--- src/rtl/timing_pkg.sv ---
// rtl/timing_pkg.sv - shared FSM state and T code definitions for the stall controller
package timing_pkg;

  typedef enum logic [1:0] {
    S_IDLE     = 2'd0,
    S_MEM_WAIT = 2'd1,
    S_HALTED   = 2'd2,
    S_RELEASE  = 2'd3
  } state_t;

  localparam logic [1:0] T0 = 2'd0;
  localparam logic [1:0] T1 = 2'd1;
  localparam logic [1:0] T2 = 2'd2;
  localparam logic [1:0] T3 = 2'd3;

  localparam logic [1:0] MEM_T_DEFAULT = T1;

endpackage

--- src/rtl/seq_mirror.sv ---
// rtl/seq_mirror.sv - behavioural copy of the 2-bit sequence counter, flags T desync
module seq_mirror
  import timing_pkg::*;
(
  input  logic       clk,
  input  logic       rst,
  input  logic       E,
  input  logic [1:0] T_in,
  output logic [1:0] t_exp,
  output logic       sync_err
);

  logic e_prev;

  // The counter samples registered E one edge late, so restart follows a 1->0 seen across two edges.
  always_ff @(posedge clk or posedge rst) begin
    if (rst) begin
      e_prev   <= 1'b0;
      t_exp    <= T0;
      sync_err <= 1'b0;
    end else begin
      e_prev <= E;
      if (e_prev && !E) begin
        t_exp <= T0;
      end else if (!E) begin
        t_exp <= t_exp + 2'd1;
      end
      if (T_in != t_exp) begin
        sync_err <= 1'b1;
      end
    end
  end

endmodule

--- src/rtl/stall_controller.sv ---
// rtl/stall_controller.sv - freezes the sequence counter for memory waits and halts
module stall_controller
  import timing_pkg::*;
#(
  parameter logic [1:0] MEM_T   = MEM_T_DEFAULT,
  parameter int          TIMEOUT = 16,
  parameter int          CNT_W   = 8
) (
  input  logic             clk,
  input  logic             rst,
  input  logic [1:0]       T_in,
  input  logic             mem_req,
  input  logic             mem_ready,
  input  logic             halt_req,
  input  logic             resume,
  output logic             E,
  output logic [3:0]       t_dec,
  output logic             mem_start,
  output logic             stalled,
  output logic             timeout_err,
  output logic             sync_err,
  output logic [CNT_W-1:0] stall_cnt
);

  localparam int                WAIT_W    = $clog2(TIMEOUT);
  localparam logic [WAIT_W-1:0] WAIT_LAST = WAIT_W'(TIMEOUT - 1);

  state_t            state, state_n;
  logic [WAIT_W-1:0] wait_cnt;
  logic              halt_pend, halt_pend_n;
  logic              timeout_n, start_n;
  logic [1:0]        mirror_t_unused;

  always_comb begin
    state_n     = state;
    halt_pend_n = halt_pend;
    timeout_n   = timeout_err;
    start_n     = 1'b0;
    case (state)
      S_IDLE: begin
        if (halt_req) begin
          state_n = S_HALTED;
        end else if (mem_req && (T_in == MEM_T)) begin
          state_n = S_MEM_WAIT;
          start_n = 1'b1;
        end
      end
      S_MEM_WAIT: begin
        if (halt_req) begin
          halt_pend_n = 1'b1;
        end
        // A ready arriving on the final cycle still counts as success.
        if (mem_ready || (wait_cnt == WAIT_LAST)) begin
          if (!mem_ready) begin
            timeout_n = 1'b1;
          end
          if (halt_pend || halt_req) begin
            state_n     = S_HALTED;
            halt_pend_n = 1'b0;
          end else begin
            state_n = S_RELEASE;
          end
        end
      end
      S_HALTED: begin
        if (resume) begin
          state_n = S_RELEASE;
        end
      end
      S_RELEASE: state_n = S_IDLE;
      default:   state_n = S_IDLE;
    endcase
  end

  always_ff @(posedge clk or posedge rst) begin
    if (rst) begin
      state       <= S_IDLE;
      E           <= 1'b0;
      mem_start   <= 1'b0;
      timeout_err <= 1'b0;
      halt_pend   <= 1'b0;
      wait_cnt    <= '0;
      stall_cnt   <= '0;
    end else begin
      state       <= state_n;
      halt_pend   <= halt_pend_n;
      timeout_err <= timeout_n;
      mem_start   <= start_n;
      E           <= (state_n == S_MEM_WAIT) || (state_n == S_HALTED);
      wait_cnt    <= ((state == S_MEM_WAIT) && (state_n == S_MEM_WAIT)) ?
                     wait_cnt + WAIT_W'(1) : '0;
      if (E && (stall_cnt != {CNT_W{1'b1}})) begin
        stall_cnt <= stall_cnt + CNT_W'(1);
      end
    end
  end

  assign stalled = E;
  assign t_dec   = 4'b0001 << T_in;

  seq_mirror u_mirror (
    .clk      (clk),
    .rst      (rst),
    .E        (E),
    .T_in     (T_in),
    .t_exp    (mirror_t_unused),
    .sync_err (sync_err)
  );

endmodule

--- config.mk ---
export PLATFORM = sky130hd
export DESIGN_NAME = stall_controller
export DESIGN_NICKNAME = d
export VERILOG_FILES = /design/src/rtl/timing_pkg.sv /design/src/rtl/seq_mirror.sv /design/src/rtl/stall_controller.sv
export SDC_FILE = /design/constraint.sdc
export NUM_CORES = 1
export LEC_CHECK = 0
export BUFFER_PORTS_ARGS = -buffer_cell sky130_fd_sc_hd__buf_2
export CELL_PAD_IN_SITES_DETAIL_PLACEMENT = 1
export CELL_PAD_IN_SITES_GLOBAL_PLACEMENT = 2
export CORE_MARGIN = 4
export CORE_UTILIZATION = 30
export DETAILED_ROUTE_END_ITERATION = 6
export PLACE_DENSITY = 0.71
export SLEW_MARGIN = 15
export SYNTH_ARGS = -nofsm -noshare
export SYNTH_HDL_FRONTEND = slang
export SYNTH_SLANG_ARGS = --single-unit
--- constraint.sdc ---
create_clock -name clk -period 3.8 [get_ports clk]
set_input_delay 0 -clock clk [delete_from_list [all_inputs] [get_ports clk]]
set_output_delay 0 -clock clk [all_outputs]
set_load 0.005 [all_outputs]
* Word level (Yosys, flattened, before mapping) *
Index checks and enable logic that the tools add are counted.

operators by class
  $add $sub $neg = 3
  equality and inequality tests = 10
  shifts and indexed selects = 1
  muxes and demuxes = 15
  bitwise operators = 1
  reduce and logical (&&, ||, !) cells = 10

operators by type and width
  kind                 number
  $mux 2               6
  $add 8x1->8 const B  1
  $ne 8x8->1 const B   1
  $pmux 2 s4           1
  $mux 1               7
  $eq 2x1->1 const B   3
  $eq 2x2->1 const B   3
  $add 4x1->4 const B  1
  $eq 4x4->1 const B   1
  $logic_and 1x1->1    4
  $mux 4               1
  $shl 1x2->4 const A  1
  $logic_or 1x1->1     3
  $reduce_and 3->1     1
  $add 2x1->2 const B  1
  $logic_not 2->1      1
  $ne 2x1->1 const B   1
  $ne 2x2->1           1
  $logic_not 1->1      1
  $not 1->1            1

storage, ports and cells
  register bits after elaboration = 22
  bits of input ports = 8

* Longest topological paths before layout *
  depth after elaboration = 8
  mapped depth = 7
  gate-level depth less buffers = 7

* Cells and area by module *
A second synthesis with hierarchy kept.

second synthesis, totals
  cells, all modules = 93
  area total of the unflattened synthesis = 1037.2 µm²

by module, submodules not included
  module            instances  cells each  area each (µm²)  seq. area each (µm²)
  stall_controller  1          80          872.1            450.4
  seq_mirror        1          13          165.2            100.1

* Worst setup path before layout *
Ideal clock, no wire load.

  kind = register to register
  start point = register wait_cnt[0]
  end point = register wait_cnt[1]
  library setup time = 120 ps
  arrival time = 1475 ps
  data required time = 3680 ps
  path slack = 2205 ps
  stages on the path, launching flop included = 7
  path buffers = 0
  clock period less this slack = 1595 ps
  cell sequence = dfrtp_1 ha_1 a31oi_1 o21a_1 a311o_1 ha_1 and3_1

on the way
  cells in the longest elaborated chain, start to end = 7
  elaborated cells between the ends (all ways) = 8
  classes of those cells = 1 x add/sub; 2 x eq/ne; 3 x mux; 2 x reduce/logical

ends and longest elaborated chain
  item                    RTL line                RTL
  from (decl)             stall_controller.sv:29  logic [WAIT_W-1:0] wait_cnt;
  from (signal assigned)  stall_controller.sv:90  wait_cnt <= ((state == S_MEM_WAIT) && (state_n == S_MEM_WAIT)) ?
  $eq 4x4->1              stall_controller.sv:53  if (mem_ready || (wait_cnt == WAIT_LAST)) begin
  $logic_or 1x1->1        stall_controller.sv:53
  $mux 2                  stall_controller.sv:53
  $pmux 2 s4              stall_controller.sv:39  case (state)
  via state_n[0]          stall_controller.sv:28  state_t state, state_n;
  $eq 2x1->1              stall_controller.sv:90
  $logic_and 1x1->1       stall_controller.sv:90
  $mux 4                  stall_controller.sv:90

The timed path passes the listed nets, and every way through them passes these cells.
A chain may end at the register's enable or synchronous reset.

* Worst setup path after layout *
  start point = register wait_cnt[0]
  end point = register wait_cnt[2]

The elaborated chain is that of the path after synthesis.

==> key figures <==
GRT
  – GRT Resource Usage Total: 11.2%
  – GR Layer Usage met2: 19.5%
  – GRT overflow: 0
  – GRT met1 Usage: 13.4%
  – Met3 usage: 3.74%
  – Largest net degree at the start of global routing: 23
  – Number of global-route vias before repair: 794
  – Most Crowded Layer GR: met2
  – Antenna violations before repair: 0
  – First-pass GRT wire length: 3.77 mm

Power
  – Sw frac: 36.9%
  – Sw power: 0.280 mW
  – Cell-internal power: 0.479 mW
  – Sequential share of power: 53.0%
  – Clock share of power: 13.4%
  – Leakage: 0.607 nW
  – PD cells: 607 nW/µm²
  – Worst IR Drop VDD: 276 µV
  – Logic pwr share: 33.6%

Floorplanning
  – DIE AREA: 4400 µm²
  – Core footprint: 3150 µm²
  – Die H: 66.3 µm
  – # IOs: 25
  – Starting Density: 32.3%
  – DIE WIDTH: 66.3 µm
  – Cell Rows: 20

Timing
  – RSZ-0062 raised after global routing: false
  – Final Setup Violations: 0
  – Slew Limit Fails: 0
  – F_max: 573 MHz
  – Part of the cycle the worst path needs: 46.0%
  – Setup TNS: 0 ns
  – Slew Limit Headroom: 44.1%
  – Clk_skew: 0.00128 ns
  – Final Hold Viols: 0
  – Fin crit period: 1.75 ns
  – Slew at the pin closest to its max-slew limit: 0.838 ns
  – Hold WS: 0.0729 ns

Critical path
  – Worst path required time: 4.00 ns
  – Setup crit end: wait_cnt[2]
  – Worst R2R Setup Slack: 2.05 ns
  – Arrival @ worst endpoint: 1.95 ns
  – R2r endpoint: wait_cnt[2]
  – Worst r2r src: wait_cnt[0]
  – FF-to-FF path depth: 7
  – Worst setup path category: flip-flop to flip-flop
  – Critical Path Source: wait_cnt[0]
  – Worst-path maximum fanout: 3
  – Setup crit start kind: flip-flop
  – Crit. End Element: flip-flop

Logic synthesis
  – Syn Inst Count: 94
  – Top cell type's share of synthesized area: 54.0%
  – Adder-Cell Fraction of Synth Area: 3.68%
  – XOR/XNOR share of the synthesized area: 5.15%
  – Post-synthesis instance area: 1020 µm²
  – Post-Syn Nets: 105
  – Synthesis Warnings: 0
  – Distinct cell type count after synthesis: 32
  – Synth Area in Compound Gates: 9.08%
  – Largest family of logic cells by synthesized area: simple AND/OR/NAND/NOR gates
  – Top post-synthesis cells by area: dfrtp_1, nor2_1, ha_1
  – Sequential area share after synthesis: 54.0%
  – Yosys reg bits: 22
  – Mean Syn Cell Area: 10.8 µm²
  – Multiplexer share of the synthesized area: 4.79%
  – Post-Synth Simple-Gate Area: 20.7%
  – Area leader, netlist: dfrtp_1

Clock network
  – CTS tree: done
  – Clk_lat worst skew: 0.30 ns
  – # Post-CTS Setup Buffers: 0
  – CTS max path bufs: 2
  – Root Driver: clkbuf_4
  – Worst-path clk slew: 0.11 ns
  – CTS Sinks: 22
  – CTS Buf Count: 3
  – # H-tree levels: 1

Placement
  – Port Buffer Count: 24
  – RePlAce Congestion: 0.718
  – Detailed Place HPWL: 1.68 mm

Status
  – Status: finished clean

Detailed routing
  – Drt drc: 0
  – Drt via density: 4.74
  – DRT iter0 DRCs: 18
  – Via count: 796
  – Final wirelength: 2.18 mm
  – DR WL/cell: 13.0 µm
  – Drt first pass iters: 2
  – Final ANT Viol Nets: 0

Hold path
  – HP Class: input port to flip-flop

Cells and area
  – Finished Core Util: 39.6%
  – Share of layout cells above drive strength 1: 25.0%
  – Ant. Diodes: 0
  – Area grow syn2layout: 22.6%
  – Nets: 137

Run
  – Maxcap violations: 0
==> routing by layer <==
metal,routed length (µm),up-vias
met1,988,390
met2,1070,15
met5,0,-
met3,109,2
li1,-,389
met4,11,0
==> synthesized netlist by cell type (all sizes together) <==
cell,instances
nor2,14
and3,2
or3,1
o21ai,3
and2,1
nand2,4
buf,1
and4,3
or4b,1
dfrtp,22
mux2,4
nand4,2
a311o,1
nor2b,3
o211ai,1
o2111ai,1
a41o,1
xnor2,3
inv,5
xor2,3
o21a,2
nand2b,3
nand3,4
a21oi,4
a31oi,1
ha,3
nor3,1
==> critical path, cell delays in order, from the launching register on <==
cell	delay [ns]
dfrtp_1	0.39
ha_1	0.22
a31oi_1	0.13
o21a_1	0.21
a311o_1	0.35
ha_1	0.20
nand2_1	0.10
nor2_1	0.05
==> logic make-up (layout without fill, tap and decap cells) <==
logic type	count (synthesis)	after routing
simple gates	39	39
compound gates	14	14
fa+ha+maj	3	3
buf+inv	6	36
xor+xnor	6	6
mux	4	4
flops	22	22
==> flip-flops by register name (all words and copies together), names as in the netlist, 2 cells and up <==
name,cells
state,2
u_mirror.t_exp,2
wait_cnt,4
stall_cnt,8
==> power groups by stage <==
stage               Sequential, mW  Clock [mW]  Combinational (mW)
floorplan                    0.393           0               0.170
global placement             0.404           0               0.250
detailed placement           0.409           0               0.258
CTS                          0.404       0.112               0.262
global route                 0.422       0.119               0.295
finish                       0.402       0.102               0.255
==> worst min path at each step <==
stage	depth (start not counted)	slack [ns]	startpoint	endpoint
after floorplan	1	-0.01	rst	E
after global placement	2	0.22	rst	u_mirror.sync_err
after detailed placement	2	0.23	rst	u_mirror.sync_err
after CTS	3	0.06	mem_ready	timeout_err
after global routing	3	0.06	mem_ready	timeout_err
final	4	0.07	mem_ready	state[1]
==> area by class of cell <==
type,instances,area (µm²)
fillers,387,1900
repair buffers,28,160
clock buffers,3,22.5
multi-input cells,66,443
flip-flops and latches,22,551
well taps,44,55.1
inverters,5,18.8
==> per-stage QoR <==
stage | std cells | setup WS (ns) | instance area [µm²] | power, mW
2_1_floorplan | 94 | 2.21 | 1020 | 0.562
3_3_place_gp | 161 | 2.12 | 1190 | 0.654
3_5_place_dp | 161 | 2.07 | 1190 | 0.667
4_1_cts | 168 | 2.05 | 1250 | 0.778
5_1_grt | 168 | 1.92 | 1250 | 0.836
6_report | 168 | 2.05 | 1250 | 0.759
==> cells in the final DEF, fill, tap and decap left out, drive strengths merged, types with 2 or more instances in the layout <==
master,instances
buf,24
dfrtp,22
nor2,14
inv,5
a21oi,4
nand2,4
dlygate4sd3,4
nand3,4
mux2,4
xnor2,3
nand2b,3
nor2b,3
xor2,3
ha,3
clkbuf,3
and4,3
o21ai,3
nand4,2
o21a,2
and3,2
==> repair_timing <==
| item | 4_1_cts | 5_1_grt |
|---|---|---|
| endpoints found under the hold margin | 25 | 0 |
| resized for setup | 0 | 0 |
| hold buffers | 4 | 0 |
(Power assumes the default switching activity.)
